===== src/rtl/muller_c_pkg.sv =====
// ---------------------------------------------------------------------------
// muller_c_pkg
//   Shared definitions for the Muller C-element driver: FSM state encoding,
//   error codes reported on err_code, and the length of the optional
//   post-transition stability window.
// ---------------------------------------------------------------------------
package muller_c_pkg;

  // HOLD_HI / HOLD_LO are only reachable when the glitch check is built in.
  typedef enum logic [3:0] {
    IDLE,
    RISE,
    WAIT_HI,
    HOLD_HI,
    FALL,
    WAIT_LO,
    HOLD_LO,
    DONE,
    ERR
  } state_e;

  localparam logic [1:0] ERR_NONE      = 2'd0;
  localparam logic [1:0] ERR_PREMATURE = 2'd1;
  localparam logic [1:0] ERR_TIMEOUT   = 2'd2;
  localparam logic [1:0] ERR_GLITCH    = 2'd3;

  // Cycles c_sync must stay stable after each observed transition.
  localparam int HOLD_CYCLES = 4;

endpackage


===== src/rtl/muller_c_driver_if.sv =====
// ---------------------------------------------------------------------------
// muller_c_driver_if
//   Bundles the control handshake, the C-element drive/return pair and the
//   status outputs of muller_c_driver.
//   master : the controlling side (issues start, owns the C-element output)
//   slave  : muller_c_driver itself
//   Signals:
//     start        1-cycle pulse, begins a run when the driver is idle
//     num_cycles   full rise+fall cycles requested, sampled on start
//     c_out_async  asynchronous output of the C-element
//     c_drv        C-element inputs (registered in the driver)
//     busy/done    run in progress / 1-cycle completion pulse
//     error        sticky failure flag, err_code gives the reason
//     cycle_count  completed cycles of the current or last run
// ---------------------------------------------------------------------------
interface muller_c_driver_if #(
  parameter int N     = 6,
  parameter int CNT_W = 16
);
  logic             start;
  logic [CNT_W-1:0] num_cycles;
  logic             c_out_async;
  logic [N-1:0]     c_drv;
  logic             busy;
  logic             done;
  logic             error;
  logic [1:0]       err_code;
  logic [CNT_W-1:0] cycle_count;

  modport master (
    output start, num_cycles, c_out_async,
    input  c_drv, busy, done, error, err_code, cycle_count
  );

  modport slave (
    input  start, num_cycles, c_out_async,
    output c_drv, busy, done, error, err_code, cycle_count
  );
endinterface


===== src/rtl/muller_sync.sv =====
// ---------------------------------------------------------------------------
// muller_sync
//   SYNC_STAGES-deep flop chain that brings the asynchronous C-element output
//   into the wb_clk_i domain. Cleared by the synchronous reset so that no
//   stale level from an aborted run reaches the checker.
//   Ports:
//     clk_i    clock
//     rst_i    synchronous, active-high reset
//     async_i  asynchronous input
//     sync_o   synchronised output (last stage)
// ---------------------------------------------------------------------------
module muller_sync #(
  parameter int SYNC_STAGES = 2
) (
  input  logic clk_i,
  input  logic rst_i,
  input  logic async_i,
  output logic sync_o
);

  logic [SYNC_STAGES-1:0] sync_q;

  // NOTE: sequential state is updated only with non-blocking assignments so
  // every flop samples the pre-edge value of its neighbour.
  always_ff @(posedge clk_i) begin
    if (rst_i) begin
      sync_q <= '0;
    end else begin
      sync_q <= {sync_q[SYNC_STAGES-2:0], async_i};
    end
  end

  assign sync_o = sync_q[SYNC_STAGES-1];

endmodule


===== src/rtl/muller_c_driver.sv =====
// ---------------------------------------------------------------------------
// muller_c_driver
//   Drives an N-input Muller C-element through full 4-phase cycles, one input
//   bit per clock, watches the synchronised element output and counts
//   completed cycles. Flags premature transitions, wait timeouts and, when
//   built with MULLER_C_DRIVER_GLITCH_CHECK_EN, output glitches during a
//   HOLD_CYCLES stability window after each observed transition.
//   Ports:
//     wb_clk_i  clock
//     wb_rst_i  synchronous, active-high reset (aborts any run, no done)
//     bus       muller_c_driver_if.slave (start/num_cycles/c_out_async in,
//               c_drv/busy/done/error/err_code/cycle_count out)
//   Optional macro: MULLER_C_DRIVER_GLITCH_CHECK_EN
// ---------------------------------------------------------------------------
module muller_c_driver
  import muller_c_pkg::*;
#(
  parameter int N           = 6,
  parameter int SYNC_STAGES = 2,
  parameter int TIMEOUT_W   = 8,
  parameter int CNT_W       = 16
) (
  input  logic             wb_clk_i,
  input  logic             wb_rst_i,
  muller_c_driver_if.slave bus
);

  localparam int IDX_W = (N > 1) ? $clog2(N) : 1;
  localparam logic [IDX_W-1:0] IDX_LAST = IDX_W'(N - 1);

  state_e           state_q, state_d;
  logic [IDX_W-1:0] idx_q, idx_d;
  logic [TIMEOUT_W-1:0] tmo_q, tmo_d;
  logic [CNT_W-1:0] cnt_q, cnt_d;
  logic [CNT_W-1:0] target_q, target_d;
  logic [N-1:0]     drv_q, drv_d;
  logic             error_q, error_d;
  logic [1:0]       code_q, code_d;

  logic             c_sync;
  logic [CNT_W-1:0] cnt_inc;
  logic             drive_win;
  logic             wait_win;
  logic             fail;
  logic [1:0]       fail_code;

  muller_sync #(.SYNC_STAGES(SYNC_STAGES)) u_sync (
    .clk_i   (wb_clk_i),
    .rst_i   (wb_rst_i),
    .async_i (bus.c_out_async),
    .sync_o  (c_sync)
  );

  assign cnt_inc = cnt_q + 1'b1;

  // c_sync during bit index k reflects the drive pattern from SYNC_STAGES+1
  // cycles earlier, so indices up to SYNC_STAGES still show the previous
  // phase's settled level. The premature check starts once the first bit
  // change of this phase can be visible.
  assign drive_win = (int'(idx_q) > SYNC_STAGES);

  // The first SYNC_STAGES cycles of a wait state still show levels caused by
  // an incomplete drive pattern; a transition seen there is premature.
  assign wait_win = (int'(tmo_q) < SYNC_STAGES);

  always_comb begin
    // NOTE: every variable gets a default before the case so no path leaves
    // it unassigned (which would infer a latch).
    state_d   = state_q;
    idx_d     = idx_q;
    tmo_d     = tmo_q;
    cnt_d     = cnt_q;
    target_d  = target_q;
    drv_d     = drv_q;
    error_d   = error_q;
    code_d    = code_q;
    fail      = 1'b0;
    fail_code = ERR_NONE;

    case (state_q)
      IDLE: begin
        if (bus.start) begin
          target_d = bus.num_cycles;
          cnt_d    = '0;
          error_d  = 1'b0;
          code_d   = ERR_NONE;
          idx_d    = '0;
          state_d  = (bus.num_cycles == '0) ? DONE : RISE;
        end
      end

      RISE: begin
        if (c_sync && drive_win) begin
          fail      = 1'b1;
          fail_code = ERR_PREMATURE;
        end else begin
          drv_d[idx_q] = 1'b1;
          if (idx_q == IDX_LAST) begin
            tmo_d   = '0;
            state_d = WAIT_HI;
          end else begin
            idx_d = idx_q + 1'b1;
          end
        end
      end

      WAIT_HI: begin
        if (c_sync) begin
          if (wait_win) begin
            fail      = 1'b1;
            fail_code = ERR_PREMATURE;
          end else begin
`ifdef MULLER_C_DRIVER_GLITCH_CHECK_EN
            tmo_d   = '0;
            state_d = HOLD_HI;
`else
            idx_d   = '0;
            state_d = FALL;
`endif
          end
        end else if (&tmo_q) begin
          fail      = 1'b1;
          fail_code = ERR_TIMEOUT;
        end else begin
          tmo_d = tmo_q + 1'b1;
        end
      end

      FALL: begin
        if (!c_sync && drive_win) begin
          fail      = 1'b1;
          fail_code = ERR_PREMATURE;
        end else begin
          drv_d[idx_q] = 1'b0;
          if (idx_q == IDX_LAST) begin
            tmo_d   = '0;
            state_d = WAIT_LO;
          end else begin
            idx_d = idx_q + 1'b1;
          end
        end
      end

      WAIT_LO: begin
        if (!c_sync) begin
          if (wait_win) begin
            fail      = 1'b1;
            fail_code = ERR_PREMATURE;
          end else begin
`ifdef MULLER_C_DRIVER_GLITCH_CHECK_EN
            tmo_d   = '0;
            state_d = HOLD_LO;
`else
            cnt_d   = cnt_inc;
            idx_d   = '0;
            state_d = (cnt_inc == target_q) ? DONE : RISE;
`endif
          end
        end else if (&tmo_q) begin
          fail      = 1'b1;
          fail_code = ERR_TIMEOUT;
        end else begin
          tmo_d = tmo_q + 1'b1;
        end
      end

`ifdef MULLER_C_DRIVER_GLITCH_CHECK_EN
      // The timeout counter doubles as the hold counter here.
      HOLD_HI: begin
        if (!c_sync) begin
          fail      = 1'b1;
          fail_code = ERR_GLITCH;
        end else if (int'(tmo_q) == HOLD_CYCLES - 1) begin
          idx_d   = '0;
          state_d = FALL;
        end else begin
          tmo_d = tmo_q + 1'b1;
        end
      end

      HOLD_LO: begin
        if (c_sync) begin
          fail      = 1'b1;
          fail_code = ERR_GLITCH;
        end else if (int'(tmo_q) == HOLD_CYCLES - 1) begin
          cnt_d   = cnt_inc;
          idx_d   = '0;
          state_d = (cnt_inc == target_q) ? DONE : RISE;
        end else begin
          tmo_d = tmo_q + 1'b1;
        end
      end
`endif

      DONE: begin
        drv_d   = '0;
        state_d = IDLE;
      end

      ERR: begin
        drv_d   = '0;
        state_d = IDLE;
      end

      default: begin
        drv_d   = '0;
        state_d = IDLE;
      end
    endcase

    // Any detected failure drops the drive in the same edge it enters ERR.
    if (fail) begin
      state_d = ERR;
      error_d = 1'b1;
      code_d  = fail_code;
      drv_d   = '0;
    end
  end

  // NOTE: the synchronous reset clears every register, including the
  // latched target and counters, so a mid-run reset leaves no residue.
  always_ff @(posedge wb_clk_i) begin
    if (wb_rst_i) begin
      state_q  <= IDLE;
      idx_q    <= '0;
      tmo_q    <= '0;
      cnt_q    <= '0;
      target_q <= '0;
      drv_q    <= '0;
      error_q  <= 1'b0;
      code_q   <= ERR_NONE;
    end else begin
      state_q  <= state_d;
      idx_q    <= idx_d;
      tmo_q    <= tmo_d;
      cnt_q    <= cnt_d;
      target_q <= target_d;
      drv_q    <= drv_d;
      error_q  <= error_d;
      code_q   <= code_d;
    end
  end

  assign bus.c_drv       = drv_q;
  assign bus.done        = (state_q == DONE);
  assign bus.busy        = (state_q == RISE)    || (state_q == WAIT_HI) ||
                           (state_q == HOLD_HI) || (state_q == FALL)    ||
                           (state_q == WAIT_LO) || (state_q == HOLD_LO);
  assign bus.error       = error_q;
  assign bus.err_code    = code_q;
  assign bus.cycle_count = cnt_q;

endmodule


===== src/flat_wrapper.sv =====
// flat-port wrapper written by rule: the top's interface ports become plain ports
module muller_c_driver_flat import muller_c_pkg::*;
#(
  parameter int N           = 6,
  parameter int SYNC_STAGES = 2,
  parameter int TIMEOUT_W   = 8,
  parameter int CNT_W       = 16
)
  (wb_clk_i, wb_rst_i, bus_start, bus_num_cycles, bus_c_out_async, bus_c_drv, bus_busy, bus_done, bus_error, bus_err_code, bus_cycle_count);
  muller_c_driver_if #(.N(N), .CNT_W(CNT_W)) bus_i ();
  input  logic wb_clk_i;
  input  logic wb_rst_i;
  input wire logic [$bits(bus_i.start)-1:0] bus_start;
  input wire logic [$bits(bus_i.num_cycles)-1:0] bus_num_cycles;
  input wire logic [$bits(bus_i.c_out_async)-1:0] bus_c_out_async;
  output wire logic [$bits(bus_i.c_drv)-1:0] bus_c_drv;
  output wire logic [$bits(bus_i.busy)-1:0] bus_busy;
  output wire logic [$bits(bus_i.done)-1:0] bus_done;
  output wire logic [$bits(bus_i.error)-1:0] bus_error;
  output wire logic [$bits(bus_i.err_code)-1:0] bus_err_code;
  output wire logic [$bits(bus_i.cycle_count)-1:0] bus_cycle_count;
  assign bus_i.start = bus_start;
  assign bus_i.num_cycles = bus_num_cycles;
  assign bus_i.c_out_async = bus_c_out_async;
  assign bus_c_drv = bus_i.c_drv;
  assign bus_busy = bus_i.busy;
  assign bus_done = bus_i.done;
  assign bus_error = bus_i.error;
  assign bus_err_code = bus_i.err_code;
  assign bus_cycle_count = bus_i.cycle_count;
  muller_c_driver #(.N(N), .SYNC_STAGES(SYNC_STAGES), .TIMEOUT_W(TIMEOUT_W), .CNT_W(CNT_W)) u_core (.wb_clk_i(wb_clk_i), .wb_rst_i(wb_rst_i), .bus(bus_i));
endmodule

===== config.mk =====
export PLATFORM = sky130hd
export DESIGN_NAME = muller_c_driver_flat
export DESIGN_NICKNAME = d
export VERILOG_FILES = /design/src/rtl/muller_c_pkg.sv /design/src/rtl/muller_c_driver_if.sv /design/src/rtl/muller_sync.sv /design/src/rtl/muller_c_driver.sv /design/src/flat_wrapper.sv
export SDC_FILE = /design/constraint.sdc
export NUM_CORES = 1
export LEC_CHECK = 0
export ABC_AREA = 1
export CAP_MARGIN = 20
export CORE_MARGIN = 8
export CORE_UTILIZATION = 37
export CTS_CLUSTER_SIZE = 28
export DETAILED_ROUTE_END_ITERATION = 16
export PLACE_DENSITY = 0.55
export SYNTH_ARGS = -nofsm -noshare
export SYNTH_HDL_FRONTEND = slang
export SYNTH_SLANG_ARGS = --single-unit
export TNS_END_PERCENT = 5

===== constraint.sdc =====
create_clock -name wb_clk_i -period 2.1 [get_ports wb_clk_i]
set_input_delay 0.63 -clock wb_clk_i [delete_from_list [all_inputs] [get_ports wb_clk_i]]
set_output_delay 0.63 -clock wb_clk_i [all_outputs]
set_load 0.01 [all_outputs]

After elaboration in Yosys (flattened, before gate mapping)
Cells that the tools add are included.
{ "word_totals": {"in_bits": 20, "mem_bits_rw": 0, "ff_bits": 58, "romBits": 0, "out_inout_bits": 27, "wordCells": 134, "memories": 0, "latch_bits": 0} }
{ "classes": {"n_bitwise": 4, "n_eq_ne": 29, "n_addsub": 3, "mux": 57, "n_div": 0, "shift": 0, "magnitude_cmp": 4, "mul": 0, "reduce_logical": 27} }
{ "op_table": {"columns": ["cell", "count"], "rows": [
  ["$mux 16", 3],
  ["$mux 8", 6],
  ["$mux 4", 10],
  ["$pmux 16 s2", 1],
  ["$pmux 8 s4", 1],
  ["$mux 3", 9],
  ["$pmux 4 s5", 1],
  ["$ne 2x2->1 const B", 9],
  ["$pmux 6 s3", 1],
  ["$reduce_and 9->1", 2],
  ["$add 16x1->16 const B", 1],
  ["$eq 16x16->1", 1],
  ["$eq 4x3->1 const B", 4],
  ["$logic_not 16->1", 1],
  ["$ne 3x2->1 const B", 5],
  ["$pmux 3 s5", 1],
  ["$mux 1", 13],
  ["$mux 2", 6],
  ["$mux 6", 2],
  ["$add 8x1->8 const B", 1],
  ["$eq 4x2->1 const B", 2],
  ["$lt 8x2->1 const B", 1],
  ["$pmux 2 s4", 1],
  ["$reduce_and 8->1", 1],
  ["other kinds (29)", 41]
]} }

Depth between registers and ports, before layout
{ "logic_depth": {"word_depth": 8, "ltp_mapped": 14} }

Hierarchy
Synthesis repeated with hierarchy kept, for this count alone.
{ "unflattened": {"cells_unflattened": 513, "hier_area_um2": 3447.1} }
{ "by_module_without_submodules": {"columns": ["mod", "cells_each", "area_each_um2", "seq_area_each_um2", "instances"], "rows": [
  ["muller_c_driver", 507, 3392.0, 1121.1, 1],
  ["muller_sync", 6, 55.1, 40.0, 1]
]} }

Least setup slack after synthesis
No wires, ideal clock.
{ "synth_timing": {"path_type": "reg2reg", "start": "register u_core.cnt_q[0], in the netlist u_core.bus.cycle_count[0]", "end": "register u_core.state_q[2]", "stages_incl_launch_ff": 14, "t_arrival_ps": 1675, "slack_ps": 352, "setup_ps": 73, "synth_period_minus_slack_ps": 1748, "path_cell_list": "dfxtp_1 > ha_1 > nand3_1 > nor2_1 > nand3_1 > nand2_1 > nand3_1 > nand2_1 > nand2_1 > nor2_1 > nand3_1 > nand2_1 > nand2_1 > a21oi_1"} }
{ "synth_between": {"elab_chain_cells": 6} }
{ "synth_rtl": {"columns": ["element", "line", "rtl"], "rows": [
  ["from (decl)", "muller_c_driver.sv:34", "logic [CNT_W-1:0] cnt_q, cnt_d;"],
  ["from (signal assigned)", "muller_c_driver.sv:236", "cnt_q <= cnt_d;"],
  ["$add 16x1->16", "muller_c_driver.sv:54", "assign cnt_inc = cnt_q + 1'b1;"],
  ["$eq 16x16->1", "muller_c_driver.sv:156", "state_d = (cnt_inc == target_q) ? DONE : RISE;"],
  ["$mux 3", "muller_c_driver.sv:156", null],
  ["$mux 4", "muller_c_driver.sv:146", "if (wait_win) begin"],
  ["$mux 4", "muller_c_driver.sv:145", "if (!c_sync) begin"],
  ["$pmux 4 s5", "muller_c_driver.sv:80", "case (state_q)"],
  ["to (signal assigned)", "muller_c_driver.sv:233", "state_q <= state_d;"],
  ["to (decl)", "muller_c_driver.sv:31", "state_e state_q, state_d;"]
]} }
No other way between the ends. The select of a mux whose other input is x is not followed.
A chain may end at the register's enable or synchronous reset.

Worst setup path after layout
{ "layout_timing": {"start": "register u_core.cnt_q[14], in the netlist u_core.bus.cycle_count[14]", "end": "output bus_cycle_count[14]"} }
{ "layout_lines": {"columns": ["element", "line", "rtl"], "rows": [
  ["to (decl)", "flat_wrapper.sv:21", "output wire logic [$bits(bus_i.cycle_count)-1:0] bus_cycle_count;"]
]} }
No word-level cell between the ends.

==> impl_summary.log <==
INFO  metric cts_hold_buffers = 0
INFO  metric area_growth = 28.5%
INFO  metric fin_worst_hold_slack = 0.408 ns
INFO  metric number_of_antenna_violations_at_the_first_check_in_global_routing = 0
INFO  metric half_perimeter_wire_length_of_the_detailed_placement_result = approximately 7.2 mm
INFO  metric routed_length_per_instance = ~14 um
INFO  metric muxShareOfSynthArea = 0%
INFO  metric post_synth_net_total = 532
INFO  metric initial_core_util = 37.4%
INFO  metric syn_avg_cell_area = ~6.7 um2
INFO  metric synth_edf_count = 0
INFO  metric tritoncts = built
INFO  metric synth-compound-area-share = between 10% and 20%
INFO  metric critPathLaunchType = flop
INFO  metric num_io_pins = 47
INFO  metric grt-ovfl-total = 0
INFO  metric die_area = 0.0125 mm2
INFO  metric async_reset_ff_share = 0%
INFO  metric total_power = 0.00368 W
INFO  metric routabilityCongestion = 0.860
INFO  metric ys_seq_area_share = 34.2%
INFO  metric grt_start_max_net_pins = 28
INFO  metric fin_skew = 0.00925 ns
INFO  metric hold_path.class = reg -> reg
INFO  metric grt_pass1_wl = 15.5 mm
INFO  metric critical-path-top-delay-family = buffers and inverters
INFO  metric slew_headroom = 71.0%
INFO  metric critical_path_class = reg -> out
INFO  metric synthFlopType = sky130_fd_sc_hd__dfxtp_1
INFO  metric drt.antenna.violating_nets = 0
INFO  metric postSynthCellCount = 508
INFO  metric ys.warnings.count = 0
INFO  metric synth_fa_ha_area_share = ~1.5%
INFO  metric slew_limit_fails = 0
INFO  metric max-cap-violations = 0
INFO  metric final_layout_size_suffix_gt1_share = between 10% and 20%
INFO  metric detailedRoute.firstPassIterationCount = 4
INFO  metric cp.required = 1.47 ns
INFO  metric layout.cells.non_filler = between 600 and 700
INFO  metric critical_path_arrival = 1.35 ns
INFO  metric groute.usage.overall = 15.2%
INFO  metric cts_max_level = 3
INFO  metric final_net_count = 598
INFO  metric vias_per_cell = 5.03
INFO  metric synth-xor-area-share = 2.76%
INFO  metric mappedNetlistArea = 0.00339 mm2
INFO  metric hold_viol = 0
INFO  metric ys_seq_elements = 58
INFO  metric tightest_slew = 0.434 ns
INFO  metric first_iter_violations = 106
INFO  metric finalCriticalPeriod = 1.98 ns
INFO  metric setup-violations-final = 0
INFO  metric first_global_vias = 3314
INFO  metric finalWirelength = 9.42 mm
INFO  metric power_density = 845 mW/mm2
INFO  metric vdd_ir_drop_max = 0.440 mV
INFO  metric cell_count_after_placement = 673
INFO  metric post_synth_cell_types = 41
INFO  metric sum_of_buffers_and_inverters_on_the_critical_path = 1
INFO  metric cts_num_sinks = between 50 and 60
INFO  metric diodes = 0
INFO  metric power_leakage = approximately 1.7 nW
INFO  metric clock_insertion_delay_worst_skew = 0.34 ns
INFO  metric worstPathCellList = clkdlybuf4s50_1
INFO  metric buffer_ports.inserted = 46
INFO  metric worstPathMaxFanout = 6
INFO  metric status = complete, no violations
INFO  metric die_width = 112 um
INFO  metric final_min_period_over_clock_period = 94.3%
INFO  metric max-clock-path-buffers = 2
INFO  metric total_vias_in_the_final_route = 3458
INFO  metric route.detailed.drc = 0
INFO  metric synth-simple-area-share = 37.5%
INFO  metric cts-root-buf = sky130_fd_sc_hd__clkbuf_8
INFO  metric num_rows = 35
INFO  metric cts_bufs_inserted = 9
INFO  metric slowest_stage = sky130_fd_sc_hd__clkdlybuf4s50_1
INFO  metric largest_family_of_logic_cells_by_synthesized_area = simple AND/OR/NAND/NOR gates
INFO  metric core_region_area = a little over 0.009 mm2
INFO  metric critical-path-max-stage-delay = a little under 0.6 ns
INFO  metric critical_path.endpoint_type = primary output
INFO  metric fp.dieH = 112 um
INFO  metric clk_pin_slew = 0.07 ns
INFO  metric fmax = roughly 500 MHz
[report_power, final]
group / leakage, nW / internal (W) / switching, W
Combinational: 1.12 / 0.000551 / 0.000841
Sequential: 0.476 / 0.00123 / 0.0000853
Clock: 0.0918 / 0.000529 / 0.000450
Total: 1.69 / 0.00231 / 0.00138
[sequential cells by signal, indices dropped and copies added (netlist names)]
name,cells
u_core.bus.error,1
u_core.bus.err_code,2
u_core.bus.cycle_count,16
u_core.bus.c_drv,6
u_core.idx_q,3
u_core.tmo_q,8
u_core.u_sync.sync_q,2
u_core.state_q,4
u_core.target_q,16
[logic make-up (layout without fill, tap and decap cells)]
kind of cell,count (synthesis),in the layout
compound gates,92,92
flops,58,58
fa+ha+maj,4,4
buf+inv,69,138
xor+xnor,9,9
simple gates,276,276
[per-stage QoR]
step	TNS [ns]	util, %	setup slack [ns]	cell area [um2]
floorplan	0	-	0.352	3390
global placement	-0.0564	45.3	-0.0455	4110
detailed placement	-0.218	45.3	-0.117	4110
CTS	0	47.2	0.00553	4280
global route	-0.0224	48.1	-0.0188	4360
finish	0	48.1	0.121	4360
[synth_stat cells, types with 5 or more instances]
cell type                    n  area share, %
sky130_fd_sc_hd__buf_2       5           0.74
sky130_fd_sc_hd__dfxtp_1    58             34
sky130_fd_sc_hd__a21oi_1    47            6.9
sky130_fd_sc_hd__nand4_1     8            1.5
sky130_fd_sc_hd__o21bai_1    5            1.1
sky130_fd_sc_hd__inv_2       7           0.77
sky130_fd_sc_hd__clkbuf_1    5           0.55
sky130_fd_sc_hd__nor2_1     62            6.9
sky130_fd_sc_hd__o21ai_0    24            3.5
sky130_fd_sc_hd__nand2_1   119             13
sky130_fd_sc_hd__inv_1      50            5.5
sky130_fd_sc_hd__nand3_1    48            7.1
sky130_fd_sc_hd__nand2_2     7            1.3
sky130_fd_sc_hd__nor2_2      7            1.3
[repair_timing]
item                                    4_1_cts  5_1_grt
endpoints found under the setup margin        2        2
gates cloned                                  0        0
setup buffers                                 0        1
resized for setup                             3       21
pin swaps                                     0        2
[final timing paths]
path,cells past startpoint,slack (ns),end,from
max,1,0.12,bus_cycle_count[14],u_core.bus.cycle_count[14]$_SDFFE_PP0P_
min,2,0.41,u_core.u_sync.sync_q[1]$_SDFF_PP0_,u_core.u_sync.sync_q[0]$_SDFF_PP0_
max reg2reg,11,0.19,u_core.state_q[2]$_SDFFE_PP0P_,u_core.bus.cycle_count[0]$_SDFFE_PP0P_
min reg2reg,2,0.41,u_core.u_sync.sync_q[1]$_SDFF_PP0_,u_core.u_sync.sync_q[0]$_SDFF_PP0_
[layout make-up]
cell class                      instances  area (um2)
Fill cell                             934        4700
Multi-Input combinational cell        381        2030
Sequential cell                        58        1170
Timing Repair Buffer                   66         633
Inverter                               58         220
Tap cell                              111         139
Clock buffer                           10         128
Clock inverter                          4        45.0
[tightest hold or removal path, stage by stage, from the launching register on]
cell and delay, ns:
sky130_fd_sc_hd__dfxtp_1 0.30, sky130_fd_sc_hd__inv_1 0.04, sky130_fd_sc_hd__nor2_1 0.03
[cell usage in the layout (no fill, tap or decap), drive strengths merged]
| cell | synthesis | layout |
|---|---|---|
| clkdlybuf4s50 | 0 | 44 |
| nand3b | 2 | 2 |
| xor2 | 4 | 4 |
| xor3 | 1 | 1 |
| o21bai | 6 | 6 |
| nor2 | 73 | 73 |
| and2 | 1 | 1 |
| o21a | 3 | 3 |
| nand2 | 126 | 126 |
| a21oi | 49 | 49 |
| dfxtp | 58 | 58 |
| nand3 | 49 | 49 |
| a31oi | 3 | 3 |
| bufinv | 0 | 1 |
| o211ai | 1 | 1 |
| buf | 6 | 20 |
| ha | 4 | 4 |
| o22ai | 1 | 1 |
| clkinv | 0 | 3 |
| xnor2 | 4 | 4 |
| inv | 58 | 58 |
| nor3 | 5 | 5 |
| and3 | 1 | 1 |
| o21ai | 29 | 29 |
| nand4 | 9 | 9 |
| nor4 | 4 | 4 |
| nor3b | 3 | 3 |
| dlygate4sd2 | 0 | 2 |
| clkbuf | 5 | 10 |
| or2 | 3 | 3 |
[per-layer routing]
metal | up-vias | track usage (%) | part of all wire, %
met5 | - | 0 | 0
li1 | 1794 | - | -
met4 | 0 | 6.11 | 2.1
met2 | 64 | 28.0 | 52
met3 | 11 | 4.11 | 4.4
met1 | 1589 | 16.1 | 41
No activity file was read; power rests on OpenSTA's default activity.
